**config.mk**
```make
export PLATFORM = sky130hd
export DESIGN_NAME = scu_int_ctrl
export DESIGN_NICKNAME = d
export VERILOG_FILES = /design/src/rtl/scu_int_ctrl_pkg.sv /design/src/rtl/scu_int_prio.sv /design/src/rtl/scu_int_ctrl.sv
export SDC_FILE = /design/constraint.sdc
export NUM_CORES = 1
export LEC_CHECK = 0
export ABC_AREA = 1
export CAP_MARGIN = 20
export CORE_ASPECT_RATIO = 2
export CORE_MARGIN = 1.5
export CORE_UTILIZATION = 37
export CTS_BUF_LIST = sky130_fd_sc_hd__clkbuf_8
export CTS_CLUSTER_SIZE = 24
export DETAILED_ROUTE_END_ITERATION = 8
export GPL_TIMING_DRIVEN = 0
export PLACE_DENSITY = 0.79
export SLEW_MARGIN = 10
export SYNTH_ARGS = -nofsm -noshare
export SYNTH_HDL_FRONTEND = slang
export SYNTH_HIERARCHICAL = 1
export SYNTH_SLANG_ARGS = --single-unit
```
**constraint.sdc**
```tcl
create_clock -name CLK -period 3 [get_ports CLK]
set_clock_uncertainty 0.15 [all_clocks]
set_input_delay 0.75 -clock CLK [delete_from_list [all_inputs] [get_ports CLK]]
set_output_delay 0.75 -clock CLK [all_outputs]
set_load 0.005 [all_outputs]
```
**src/rtl/scu_int_ctrl_pkg.sv**
```systemverilog
// ---------------------------------------------------------------------------
// scu_int_ctrl_pkg : SCU interrupt register types, masks and level tables. Rev 1.0
// ---------------------------------------------------------------------------
`default_nettype none

package scu_int_ctrl_pkg;

  typedef struct packed {
    logic        ext_mask;
    logic        rsvd;
    logic [13:0] int_mask;
  } ims_t;

  typedef struct packed {
    logic [15:0] eis;
    logic [1:0]  rsvd;
    logic [13:0] int_st;
  } ist_t;

  typedef logic aiack_t;

  localparam logic [15:0] IMS_INIT  = 16'hBFFF;
  localparam logic [15:0] IMS_WMASK = 16'hBFFF;
  localparam logic [31:0] IST_WMASK = 32'hFFFF_3FFF;
  localparam aiack_t      AIACK_INIT  = 1'b0;
  localparam aiack_t      AIACK_WMASK = 1'b1;

  typedef enum logic [3:0] {
    SRC_VBII  = 4'd0,
    SRC_VBOI  = 4'd1,
    SRC_HBII  = 4'd2,
    SRC_TM0I  = 4'd3,
    SRC_TM1I  = 4'd4,
    SRC_DSPI  = 4'd5,
    SRC_SNDI  = 4'd6,
    SRC_SMPI  = 4'd7,
    SRC_PADI  = 4'd8,
    SRC_DMA2I = 4'd9,
    SRC_DMA1I = 4'd10,
    SRC_DMA0I = 4'd11,
    SRC_DMAII = 4'd12,
    SRC_SDEI  = 4'd13
  } int_src_e;

  // Index 0 sits in the least significant nibble.
  localparam logic [13:0][3:0] INT_LEVEL = {
    4'h2, 4'h3, 4'h5, 4'h6, 4'h6, 4'h8, 4'h8,
    4'h9, 4'hA, 4'hB, 4'hC, 4'hD, 4'hE, 4'hF
  };

  localparam logic [15:0][3:0] EXT_LEVEL = {
    {8{4'h1}}, {4{4'h4}}, {4{4'h7}}
  };

  typedef enum logic [0:0] {
    ST_IDLE = 1'b0,
    ST_ACK  = 1'b1
  } state_e;

endpackage

`default_nettype wire

```
**src/rtl/scu_int_prio.sv**
```systemverilog
// ---------------------------------------------------------------------------
// scu_int_prio : combinational IRL priority encoder over IST/EIS. Rev 1.0
// ---------------------------------------------------------------------------
`default_nettype none

module scu_int_prio
  import scu_int_ctrl_pkg::*;
(
  input  logic [13:0] i_ist_int,
  input  logic [13:0] i_int_mask,
  input  logic        i_ext_mask,
  input  logic [15:0] i_eis,
  output logic [3:0]  o_level,
  output logic [3:0]  o_idx,
  output logic        o_is_ext
);

  logic [3:0] w_best_level;
  logic [3:0] w_best_idx;
  logic       w_best_ext;

  // Strict '>' while scanning upward keeps the lowest vector on ties.
  always_comb begin
    w_best_level = 4'h0;
    w_best_idx   = 4'h0;
    w_best_ext   = 1'b0;
    for (int n = 0; n < 14; n++) begin
      if (i_ist_int[n] && !i_int_mask[n] && (INT_LEVEL[n] > w_best_level)) begin
        w_best_level = INT_LEVEL[n];
        w_best_idx   = 4'(n);
        w_best_ext   = 1'b0;
      end
    end
    for (int n = 0; n < 16; n++) begin
      if (i_eis[n] && !i_ext_mask && (EXT_LEVEL[n] > w_best_level)) begin
        w_best_level = EXT_LEVEL[n];
        w_best_idx   = 4'(n);
        w_best_ext   = 1'b1;
      end
    end
  end

  assign o_level  = w_best_level;
  assign o_idx    = w_best_idx;
  assign o_is_ext = w_best_ext;

endmodule

`default_nettype wire

```
**src/rtl/scu_int_ctrl.sv**
```systemverilog
// ---------------------------------------------------------------------------
// scu_int_ctrl : SCU interrupt latch, mask, IRL drive and SH-2 vector handshake. Rev 1.0
// ---------------------------------------------------------------------------
`default_nettype none

module scu_int_ctrl
  import scu_int_ctrl_pkg::*;
#(
  parameter logic [7:0] VEC_BASE     = 8'h40,
  parameter logic [7:0] EXT_VEC_BASE = 8'h50
)(
  input  logic        CLK,
  input  logic        RST_N,
  input  logic        CE,
  input  logic [13:0] INT_SRC,
  input  logic [15:0] EXT_INT_N,
  input  logic [31:0] REG_DI,
  input  logic        IMS_WE,
  input  logic        IST_WE,
  input  logic        AIACK_WE,
  output logic [15:0] IMS_Q,
  output logic [31:0] IST_Q,
  output logic        AIACK_Q,
  output logic [3:0]  IRL_N,
  input  logic        IVECF,
  output logic [7:0]  VEC,
  output logic        VEC_VLD
);

  ims_t       ims_q, ims_d;
  ist_t       ist_q, ist_d;
  aiack_t     aiack_q, aiack_d;
  logic [3:0] irl_q, irl_d;
  logic [3:0] idx_q, idx_d;
  logic       ext_q, ext_d;
  logic [7:0] vec_q, vec_d;
  logic       vec_vld_q, vec_vld_d;
  state_e     state_q, state_d;

  logic [3:0]  w_win_level;
  logic [3:0]  w_win_idx;
  logic        w_win_ext;
  logic [15:0] w_eis_gated;
  logic [31:0] w_ist_keep;
  logic [31:0] w_ist_set;

  // Pending EIS bits only compete while the A-bus acknowledge is enabled.
  assign w_eis_gated = ist_q.eis & {16{aiack_q}};

  scu_int_prio u_prio (
    .i_ist_int  (ist_q.int_st),
    .i_int_mask (ims_q.int_mask),
    .i_ext_mask (ims_q.ext_mask),
    .i_eis      (w_eis_gated),
    .o_level    (w_win_level),
    .o_idx      (w_win_idx),
    .o_is_ext   (w_win_ext)
  );

  always_comb begin
    ims_d     = ims_q;
    aiack_d   = aiack_q;
    irl_d     = irl_q;
    idx_d     = idx_q;
    ext_d     = ext_q;
    vec_d     = vec_q;
    vec_vld_d = 1'b0;
    state_d   = state_q;
    w_ist_keep = IST_WE ? (REG_DI & IST_WMASK) : 32'hFFFF_FFFF;
    w_ist_set  = {~EXT_INT_N & {16{aiack_q}}, 2'b00, INT_SRC};

    case (state_q)
      ST_IDLE: begin
        if (IVECF) begin
          state_d = ST_ACK;
        end else begin
          irl_d = w_win_level;
          idx_d = w_win_idx;
          ext_d = w_win_ext;
        end
      end
      ST_ACK: begin
        state_d   = ST_IDLE;
        vec_vld_d = 1'b1;
        // IRL drops for one cycle so the serviced level is never re-presented.
        irl_d     = 4'h0;
        if (irl_q == 4'h0) begin
          vec_d = 8'h00;
        end else begin
          w_ist_keep[{ext_q, idx_q}] = 1'b0;
          if (ext_q) begin
            vec_d   = EXT_VEC_BASE + {4'h0, idx_q};
            aiack_d = 1'b0;
          end else begin
            vec_d   = VEC_BASE + {4'h0, idx_q};
          end
        end
      end
      default: state_d = ST_IDLE;
    endcase

    if (IMS_WE)   ims_d   = ims_t'(REG_DI[15:0] & IMS_WMASK);
    if (AIACK_WE) aiack_d = REG_DI[0] & AIACK_WMASK;
    ist_d = ist_t'(((ist_q & w_ist_keep) | w_ist_set) & IST_WMASK);
  end

  always_ff @(posedge CLK or negedge RST_N) begin
    if (!RST_N) begin
      ims_q     <= ims_t'(IMS_INIT);
      ist_q     <= '0;
      aiack_q   <= AIACK_INIT;
      irl_q     <= 4'h0;
      idx_q     <= 4'h0;
      ext_q     <= 1'b0;
      vec_q     <= 8'h00;
      vec_vld_q <= 1'b0;
      state_q   <= ST_IDLE;
    end else if (CE) begin
      ims_q     <= ims_d;
      ist_q     <= ist_d;
      aiack_q   <= aiack_d;
      irl_q     <= irl_d;
      idx_q     <= idx_d;
      ext_q     <= ext_d;
      vec_q     <= vec_d;
      vec_vld_q <= vec_vld_d;
      state_q   <= state_d;
    end
  end

  assign IMS_Q   = ims_q;
  assign IST_Q   = ist_q;
  assign AIACK_Q = aiack_q;
  assign IRL_N   = ~irl_q;
  assign VEC     = vec_q;
  assign VEC_VLD = vec_vld_q;

endmodule

`default_nettype wire

```
==> flow_summary.json, run 1 <==
{
  "synth_edf_count": 0,
  "cts_tree": "done",
  "die_h_um": 154,
  "drv_slew": 0,
  "fill_cells": 1043,
  "synth_ff_type": "dfrtp_1",
  "crit_top_cell": "nor2_8",
  "cts.htree.levels": 3,
  "startpoint_type": "flop",
  "path_clk_slew_ps": 80,
  "highest_layer": "met4",
  "grt_first_pass_wirelength_um": 21200,
  "cp_slowest_stage_delay_ps": 560,
  "synth_common_cells": "nand2_1, inv_1, dfrtp_1, nor2_1, nand3_1",
  "cts.sinks": 63,
  "antenna_found_initial": 0,
  "path_delay_family": "simple AND/OR/NAND/NOR gates",
  "io_buffers": 123,
  "wl_met2_um": 7770,
  "rsz0062_at_grt": "true",
  "setup_ws_ps": -260,
  "ctsRootBufferMaster": "clkbuf_8",
  "drt_iter0_drc": 312,
  "synth_top_area_cell": "dfrtp_1",
  "final-hold-violation-count": 0,
  "comb_power_share_pct": 39.3,
  "path_depth": 21,
  "hold_class": "in -> async",
  "r2r_slack_ps": -260,
  "status": "finished, violations left",
  "syn_inst": 539,
  "critPathMaxFanout": 10,
  "vias": 4278,
  "synth.top_cell.area_share_pct": 28.6,
  "power.total_mw": 3.45,
  "startpoint": "IMS_Q[1]",
  "critPathRequiredTime_ps": 3120,
  "synth_compound_area_share_pct": 12.5,
  "vias_per_cell": 5.09,
  "multi_input_area_um2": 2300,
  "seqPwrFrac_pct": 35.9,
  "fin_crit_ps": 3260,
  "first_pass_iters": 5,
  "switching_share_pct": 36.0,
  "initial_core_util_pct": 38.4,
  "drive_gt1_share_pct": 21.3,
  "core_region_area_um2": 10900,
  "hpwl_um": 10700,
  "synthXorXnorAreaFrac_pct": 0,
  "worstMarginPinSlew_ps": 809,
  "num_io_pins": 131,
  "critical_path_class": "reg -> reg",
  "yosysMostFrequentCell": "nand2_1",
  "cap_violations": 0,
  "cts_buffers": 9,
  "p_switching_mw": 1.24,
  "antennaDiodeCount": 0,
  "p_clk_share_pct": 24.8,
  "synth.ff_latch_count": 63,
  "synth_area_leaders": "dfrtp_1, nand2_1, dfstp_2",
  "placed_cells": 806,
  "remaining_drc_errors": 0,
  "die-area_um2": 12000,
  "chipWidth_um": 78.3,
  "finalNonFillerCells": 841,
  "synth_area_per_cell_um2": 7.79,
  "synth_top_family_by_area": "simple AND/OR/NAND/NOR gates",
  "setup_viol_count_final": 6,
  "ys_seq_area_share_pct": 38.0,
  "met3_length_um": 517,
  "row_count": 54,
  "mappedNetlistArea_um2": 4200,
  "cp.arrival_ps": 3380,
  "grt.overflow.total": 0,
  "power.leakage_nw": 2.89,
  "regArea_um2": 1600,
  "p_int_mw": 2.21,
  "powerDensity_nw_per_um2": 566,
  "synth-simple-area-share_pct": 35.3,
  "cp_cell_sequence": "inv_2 > nand2_2 > nand2_4 > nor2_8 > nand4_4 > nor2_8 > nand2_8 > nor2_8 > buf_8 > nand2_2 > nand4_1 > nor3_4 > buf_4 > buf_4 > nand3_1 > inv_1 > nor2_4 > nand4_1 > nand3_1 > nor2_1 > a21oi_1",
  "crit-reg2reg-launch": "IMS_Q[1]",
  "synthMuxAreaShare_pct": 4.02,
  "reg2regPathDepth": 21,
  "hold_buffers": 0,
  "wl_per_cell_um": 16.5,
  "critPathSlowestCell": "dfstp_2",
  "groute.usage.overall_pct": 23.3,
  "slew_headroom_pct": 46.1,
  "final_core_util_pct": 55.7,
  "synthAdderAreaFrac_pct": 0,
  "async_flop_share_pct": 100,
  "worstSkewPairLatency_ps": 360,
  "cp-end-kind": "flop",
  "wl_met1_um": 4940,
  "timing.hold.ws_ps": 328,
  "violations": "setup timing",
  "grt_pass1_vias": 4216,
  "ant_nets": 0,
  "max_freq_mhz": 307,
  "grt_max_degree": 64,
  "worstReg2RegEnd": "idx_q[1]",
  "wirelength_um": 13900,
  "gp_congestion": 0.884,
  "final_nets": 765,
  "areaGrowthSynthToFinish_pct": 45.2,
  "cts.path.max_buffers": 2,
  "vdd_drop_max_v": 0.000317,
  "worst-path-buf-inv": 5,
  "min_period_over_period_pct": 109,
  "synth_warnings": 6,
  "synth.distinct_cells": 52
}
[how the worst max path moves through the flow]
stage / end / slack (ps)
finish: idx_q[1] / -260
detailed placement: idx_q[1] / -430
global route: idx_q[1] / -410
CTS: idx_q[1] / -250
global placement: IST_Q[2] / -950
floorplan: ext_q / 110
[layout by cell type (no fill, tap or decap), types with 3 or more instances in the layout]
master | Yosys | layout
a21oi_1 | 8 | 8
buf_2 | 6 | 6
buf_4 | 6 | 26
buf_6 | 3 | 3
clkbuf_1 | 4 | 4
clkbuf_8 | 0 | 10
clkdlybuf4s50_1 | 0 | 122
conb_1 | 1 | 5
dfrtp_1 | 48 | 48
dfstp_2 | 15 | 15
inv_1 | 62 | 59
inv_2 | 8 | 11
mux2_1 | 3 | 3
mux2_2 | 12 | 12
nand2_1 | 134 | 131
nand2_2 | 6 | 8
nand2_4 | 7 | 8
nand3_1 | 33 | 30
nand3_2 | 3 | 6
nand4_1 | 21 | 21
nor2_1 | 48 | 45
nor2_2 | 6 | 7
nor2_4 | 4 | 6
nor2_8 | 3 | 3
o21a_1 | 21 | 21
o21ai_0 | 23 | 23
o21ai_1 | 7 | 7
o21bai_1 | 5 | 5
or2_0 | 7 | 7
or2_2 | 6 | 6
[power by group through the flow]
stage                     Sequential (mW)  Combinational [mW]  Clock [mW]
after floorplan                      1.21               0.653           0
after global placement               1.24                1.26           0
after detailed placement             1.25                1.28           0
after CTS                            1.23                1.34       0.868
after global routing                 1.26                1.47       0.903
final                                1.24                1.36       0.855
[per-layer routing]
layer,up-vias,GRT usage (%)
met2,153,44.1
met3,44,3.50
met4,0,13.0
met5,-,0
li1,2056,-
met1,2025,23.6
[final cells by class]
type                            instances  area share (%)
Clock inverter                          6            1.40
Sequential cell                        63            26.2
Multi-Input combinational cell        387            37.7
Inverter                               73            4.78
Clock buffer                           10            2.26
Buffer                                 20            2.28
Timing Repair Buffer                  142            22.5
Tap cell                              140            2.87
[sequential cells by signal, indices dropped and copies added, names as in the netlist]
name / flops
AIACK_Q: 1
IMS_Q: 15
IST_Q: 30
VEC: 6
VEC_VLD: 1
ext_q: 1
idx_q: 4
irl_q: 4
state_q: 1
[metrics by stage]
stage	setup WS (ps)	area, um2	setup TNS, ps
after detailed placement	-432	5620	-2410
after floorplan	107	4210	0
after global routing	-407	6100	-2300
final	-260	6100	-1280
after CTS	-249	6020	-1170
after global placement	-949	5620	-51230
[timing repair]
action                                  4_1_cts  5_1_grt
pin swaps                                    14       20
resized for setup                            13       12
endpoints found under the setup margin        6        6
setup buffers                                15        4
[cells by family (layout without fill, tap and decap cells)]
group,Yosys count,after routing
muxes,15,15
buffers and inverters,93,251
other,1,5
DFF,63,63
AOI/OAI and AO/OA,77,77
and+or+nand+nor,290,290
Power figures use the tool's default switching activity.
==> inputs of run 2 (changes only) <==
Settings changed: CELL_PAD_IN_SITES_DETAIL_PLACEMENT set to 1, CELL_PAD_IN_SITES_GLOBAL_PLACEMENT set to 2, CORE_UTILIZATION 37 to 27, PLACE_DENSITY 0.79 to 0.94.
Clock period 3 ns to 3.4 ns, I/O delays scaled along.
==> flow_summary.json, run 2 (synthesized netlist as in run 1, its figures left out) <==
{
  "status": "finished clean",
  "path_clk_slew_ps": 80,
  "grt_pass1_vias": 4606,
  "final_nets": 762,
  "drv_slew": 0,
  "critical_path_class": "reg -> reg",
  "cap_violations": 0,
  "startpoint_type": "flop",
  "die-area_um2": 16400,
  "powerDensity_nw_per_um2": 494,
  "gp_congestion": 0.855,
  "grt_max_degree": 64,
  "hpwl_um": 12600,
  "wl_per_cell_um": 17.5,
  "setup_viol_count_final": 0,
  "final_core_util_pct": 40.0,
  "r2r_slack_ps": 60,
  "rsz0062_at_grt": "true",
  "ctsRootBufferMaster": "clkbuf_8",
  "vias_per_cell": 4.73,
  "vdd_drop_max_v": 0.000178,
  "final_area_um2": 6080,
  "hp-start": "VEC_VLD",
  "antenna_found_initial": 0,
  "cts_buffers": 9,
  "power.total_mw": 3.01,
  "max_freq_mhz": 300,
  "drt_iter0_drc": 98,
  "ant_nets": 0,
  "finalNonFillerCells": 896,
  "fill_cells": 1884,
  "final-hold-violation-count": 0,
  "groute.usage.overall_pct": 19.0,
  "cp-end-kind": "flop",
  "crit-reg2reg-launch": "IMS_Q[3]",
  "areaGrowthSynthToFinish_pct": 44.9,
  "placed_cells": 864,
  "vias": 4242,
  "chipWidth_um": 91.2,
  "num_io_pins": 131,
  "hold-path-endpoint": "VEC_VLD",
  "drive_gt1_share_pct": 20.6,
  "min_period_over_period_pct": 98.2,
  "hold_class": "reg -> reg",
  "final_cell_mix": "nand2_1, clkdlybuf4s50_1, inv_1, dfrtp_1, nor2_1",
  "multi_input_area_um2": 2260,
  "cts.htree.levels": 3,
  "fin_crit_ps": 3340,
  "row_count": 64,
  "grt.overflow.total": 0,
  "holdPathStages": 2,
  "worstReg2RegEnd": "idx_q[3]",
  "slew_headroom_pct": 43.7,
  "worstSkewPairLatency_ps": 350,
  "cts_tree": "done",
  "placed_area_um2": 5690,
  "grt_first_pass_wirelength_um": 23800,
  "hold_buffers": 0,
  "core_region_area_um2": 15200,
  "reg2regPathDepth": 23,
  "io_buffers": 123,
  "wirelength_um": 15600,
  "power.leakage_nw": 2.84,
  "cts.sinks": 63,
  "cts.path.max_buffers": 2,
  "cp.arrival_ps": 3410,
  "critPathRequiredTime_ps": 3470,
  "antennaDiodeCount": 0,
  "remaining_drc_errors": 0,
  "first_pass_iters": 4,
  "final_common_cell": "nand2_1",
  "regArea_um2": 1600,
  "initial_core_util_pct": 27.6,
  "worstMarginPinSlew_ps": 845,
  "critPathMaxFanout": 10,
  "largest_reg_flops": 30,
  "die_h_um": 179
}
[run 2: cell types whose count changed in the layout (fill, tap and decap cells not counted), sizes merged]
cell | before | now
inv | 73 | 72
buf | 36 | 33
clkbuf | 14 | 15
bufinv | 2 | 1
clkinv | 3 | 4
[run 2: through the flow]
step | hold slack [ps] | TNS (ps) | setup slack (ps)
6_report | 334 | 0 | 62.5
5_1_grt | 366 | -1040 | -204
4_1_cts | 344 | 0 | 16.4
3_5_place_dp | 327 | -43.6 | -22.1
3_3_place_gp | 309 | -33150 | -701
2_1_floorplan | 314 | 0 | 507
[run 2: area by class of cell]
| cell class | instances | area share [%] |
|---|---|---|
| inverters | 73 | 4.75 |
| clock inverters | 5 | 0.925 |
| well taps | 198 | 4.07 |
| multi-input cells | 387 | 37.1 |
| flip-flops and latches | 63 | 26.2 |
| plain buffers | 20 | 2.28 |
| repair buffers | 139 | 22.2 |
| clock buffers | 11 | 2.49 |
[run 2: power breakdown]
part | total (mW) | internal [mW] | switching [mW] | leakage [nW]
combinational | 1.21 | 0.589 | 0.623 | 2.01
clock | 0.695 | 0.377 | 0.318 | 0.105
sequential | 1.10 | 0.929 | 0.169 | 0.730
total | 3.01 | 1.90 | 1.11 | 2.84
[run 2: worst max-delay path by stage]
stage | slack [ps] | startpoint | cells after the start | to
final | 60 | IMS_Q[3] | 23 | idx_q[3]
after global routing | -200 | IMS_Q[1] | 22 | idx_q[1]
after CTS | 20 | IMS_Q[0] | 25 | ext_q
after detailed placement | -20 | IMS_Q[0] | 22 | idx_q[1]
after global placement | -700 | RST_N | 1 | IST_Q[12]
after floorplan | 510 | IMS_Q[0] | 25 | ext_q
[run 2: worst max-delay path: stages (launching register included)]
cell	delay (ps)
dfstp_2	550
inv_2	50
nand2_2	70
nand2_4	70
nor2_8	130
nand4_4	130
nor2_8	190
nand2_8	90
nor2_8	140
buf_8	150
nand2_2	60
a41oi_2	210
inv_2	120
nand2_4	140
o211ai_2	110
nand2_1	120
nor2_2	60
o21ai_2	80
nor2_4	80
buf_4	130
o31ai_2	70
nand3_1	130
nor2_1	130
a21oi_1	50
[run 2: per-layer routing]
metal	routed length (um)	global-route usage [%]
met5	0	0
met4	762	11.3
met3	375	2.32
met2	9150	37.5
met1	5360	18.5
[run 2: timing repair]
item                                    in CTS  in global routing
endpoints found under the setup margin       6                  6
buffers inserted                             0                 16
pin swaps                                    0                 19
resized for setup                            2                 15
==> inputs of run 3 (changes only) <==
Settings changed: SLEW_MARGIN 10 to 20.
==> flow_summary.json, run 3 (synthesized netlist as in run 1, its figures left out) <==
{
  "status": "finished clean",
  "vias": 4204,
  "cp-end-kind": "flop",
  "ctsRootBufferMaster": "clkbuf_8",
  "drive_gt1_share_pct": 20.3,
  "worstMarginPinSlew_ps": 599,
  "wirelength_um": 15600,
  "wl_per_cell_um": 17.4,
  "grt_max_degree": 53,
  "critPathRequiredTime_ps": 3480,
  "grt.overflow.total": 0,
  "io_buffers": 123,
  "startpoint_type": "flop",
  "largest_reg_flops": 30,
  "crit-reg2reg-launch": "IMS_Q[3]",
  "grt_pass1_vias": 4617,
  "vias_per_cell": 4.70,
  "final_common_cell": "nand2_1",
  "cap_violations": 0,
  "powerDensity_nw_per_um2": 493,
  "drt_iter0_drc": 85,
  "cts_buffers": 9,
  "max_freq_mhz": 298,
  "fin_crit_ps": 3350,
  "cts.htree.levels": 3,
  "die_h_um": 179,
  "initial_core_util_pct": 27.6,
  "hold_buffers": 0,
  "final_cell_mix": "nand2_1, clkdlybuf4s50_1, inv_1, dfrtp_1, nor2_1",
  "antenna_found_initial": 0,
  "row_count": 64,
  "critPathMaxFanout": 6,
  "finalNonFillerCells": 894,
  "first_pass_iters": 4,
  "power.leakage_nw": 2.84,
  "core_region_area_um2": 15200,
  "cts_tree": "done",
  "final_nets": 760,
  "timing.hold.ws_ps": 185,
  "placed_cells": 865,
  "setup_viol_count_final": 0,
  "rsz0062_at_grt": "true",
  "startpoint": "IMS_Q[3]",
  "cts.path.max_buffers": 2,
  "grt_first_pass_wirelength_um": 23800,
  "remaining_drc_errors": 0,
  "num_io_pins": 131,
  "ant_nets": 0,
  "vdd_drop_max_v": 0.000200,
  "min_period_over_period_pct": 98.5,
  "cts.sinks": 63,
  "worstSkewPairLatency_ps": 350,
  "hpwl_um": 12600,
  "critical_path_class": "reg -> reg",
  "final_core_util_pct": 40.0,
  "antennaDiodeCount": 0,
  "hold_class": "in -> async",
  "power.total_mw": 3.01,
  "drv_slew": 0,
  "slew_headroom_pct": 59.9,
  "die-area_um2": 16400,
  "areaGrowthSynthToFinish_pct": 45.2,
  "final-hold-violation-count": 0,
  "cp.arrival_ps": 3430,
  "gp_congestion": 0.855,
  "tns_ps": 0,
  "fill_cells": 1899,
  "chipWidth_um": 91.2,
  "groute.usage.overall_pct": 18.9,
  "path_clk_slew_ps": 80
}
-- run 3: worst max-delay path, stage by stage (launching register included) --
cell and delay (ps):
dfstp_2 560, inv_2 50, nand2_2 70, nand2_4 70, nor2_8 140, nand4_4 120
nor2_8 190, nand4_1 200, nand3_1 180, nor2_2 70, nand3_2 100, nand2_2 50
nor2_2 120, nand3_2 100, nand2_4 140, nand3b_1 100, nor2_2 160, nor2_4 50
nand3_1 120, and3_1 200, nand3_1 100, nor2_1 140, a21oi_2 50
-- run 3: what timing repair did --
action / 4_1_cts / 5_1_grt
resized for setup: 2 / 15
buffers inserted: 0 / 13
pin swaps: 0 / 21
setup endpoints to repair: 6 / 6
cloned: 0 / 0
endpoints found under the hold margin: 0 / 0
-- run 3: stage by stage --
stage / instance area (um2) / setup WS, ps
after floorplan: 4210 / 507
after global placement: 5690 / -701
after detailed placement: 5720 / -22.4
after CTS: 5940 / 17.1
after global routing: 6090 / -152
final: 6090 / 49.4
-- run 3: power breakdown --
group          internal (mW)  switching (mW)  leakage [nW]  total, mW
logic                  0.589           0.620          2.01       1.21
clock network          0.377           0.321         0.105      0.698
registers              0.930           0.169         0.730       1.10
total                   1.90            1.11          2.84       3.01
-- run 3: final timing paths --
kind,slack [ps],to,cells after the start
worst max-delay path,50,idx_q[1],22
worst min-delay path,190,IST_Q[28],1
worst max register to register,50,idx_q[1],22
worst min register to register,330,VEC_VLD,2
max in group asynchronous,2330,IMS_Q[15],2
min in group CLK,330,VEC_VLD,2
-- run 3: layer usage --
metal	vias up	global-route usage, %	routed length (um)
met5	-	0	0
met4	0	9.77	689
met1	2019	18.3	5450
met2	102	38.5	9020
li1	2048	-	-
met3	35	1.77	401
-- run 3: layout make-up --
class                      count  area (um2)  area share [%]
timing repair buffer         137        1360            22.3
buffer                        20         139            2.28
tap                          198         248            4.07
inverter                      73         289            4.74
clock inverter                 5        56.3           0.924
sequential                    63        1600            26.2
clock buffer                  11         151            2.48
multi-input combinational    387        2260            37.0
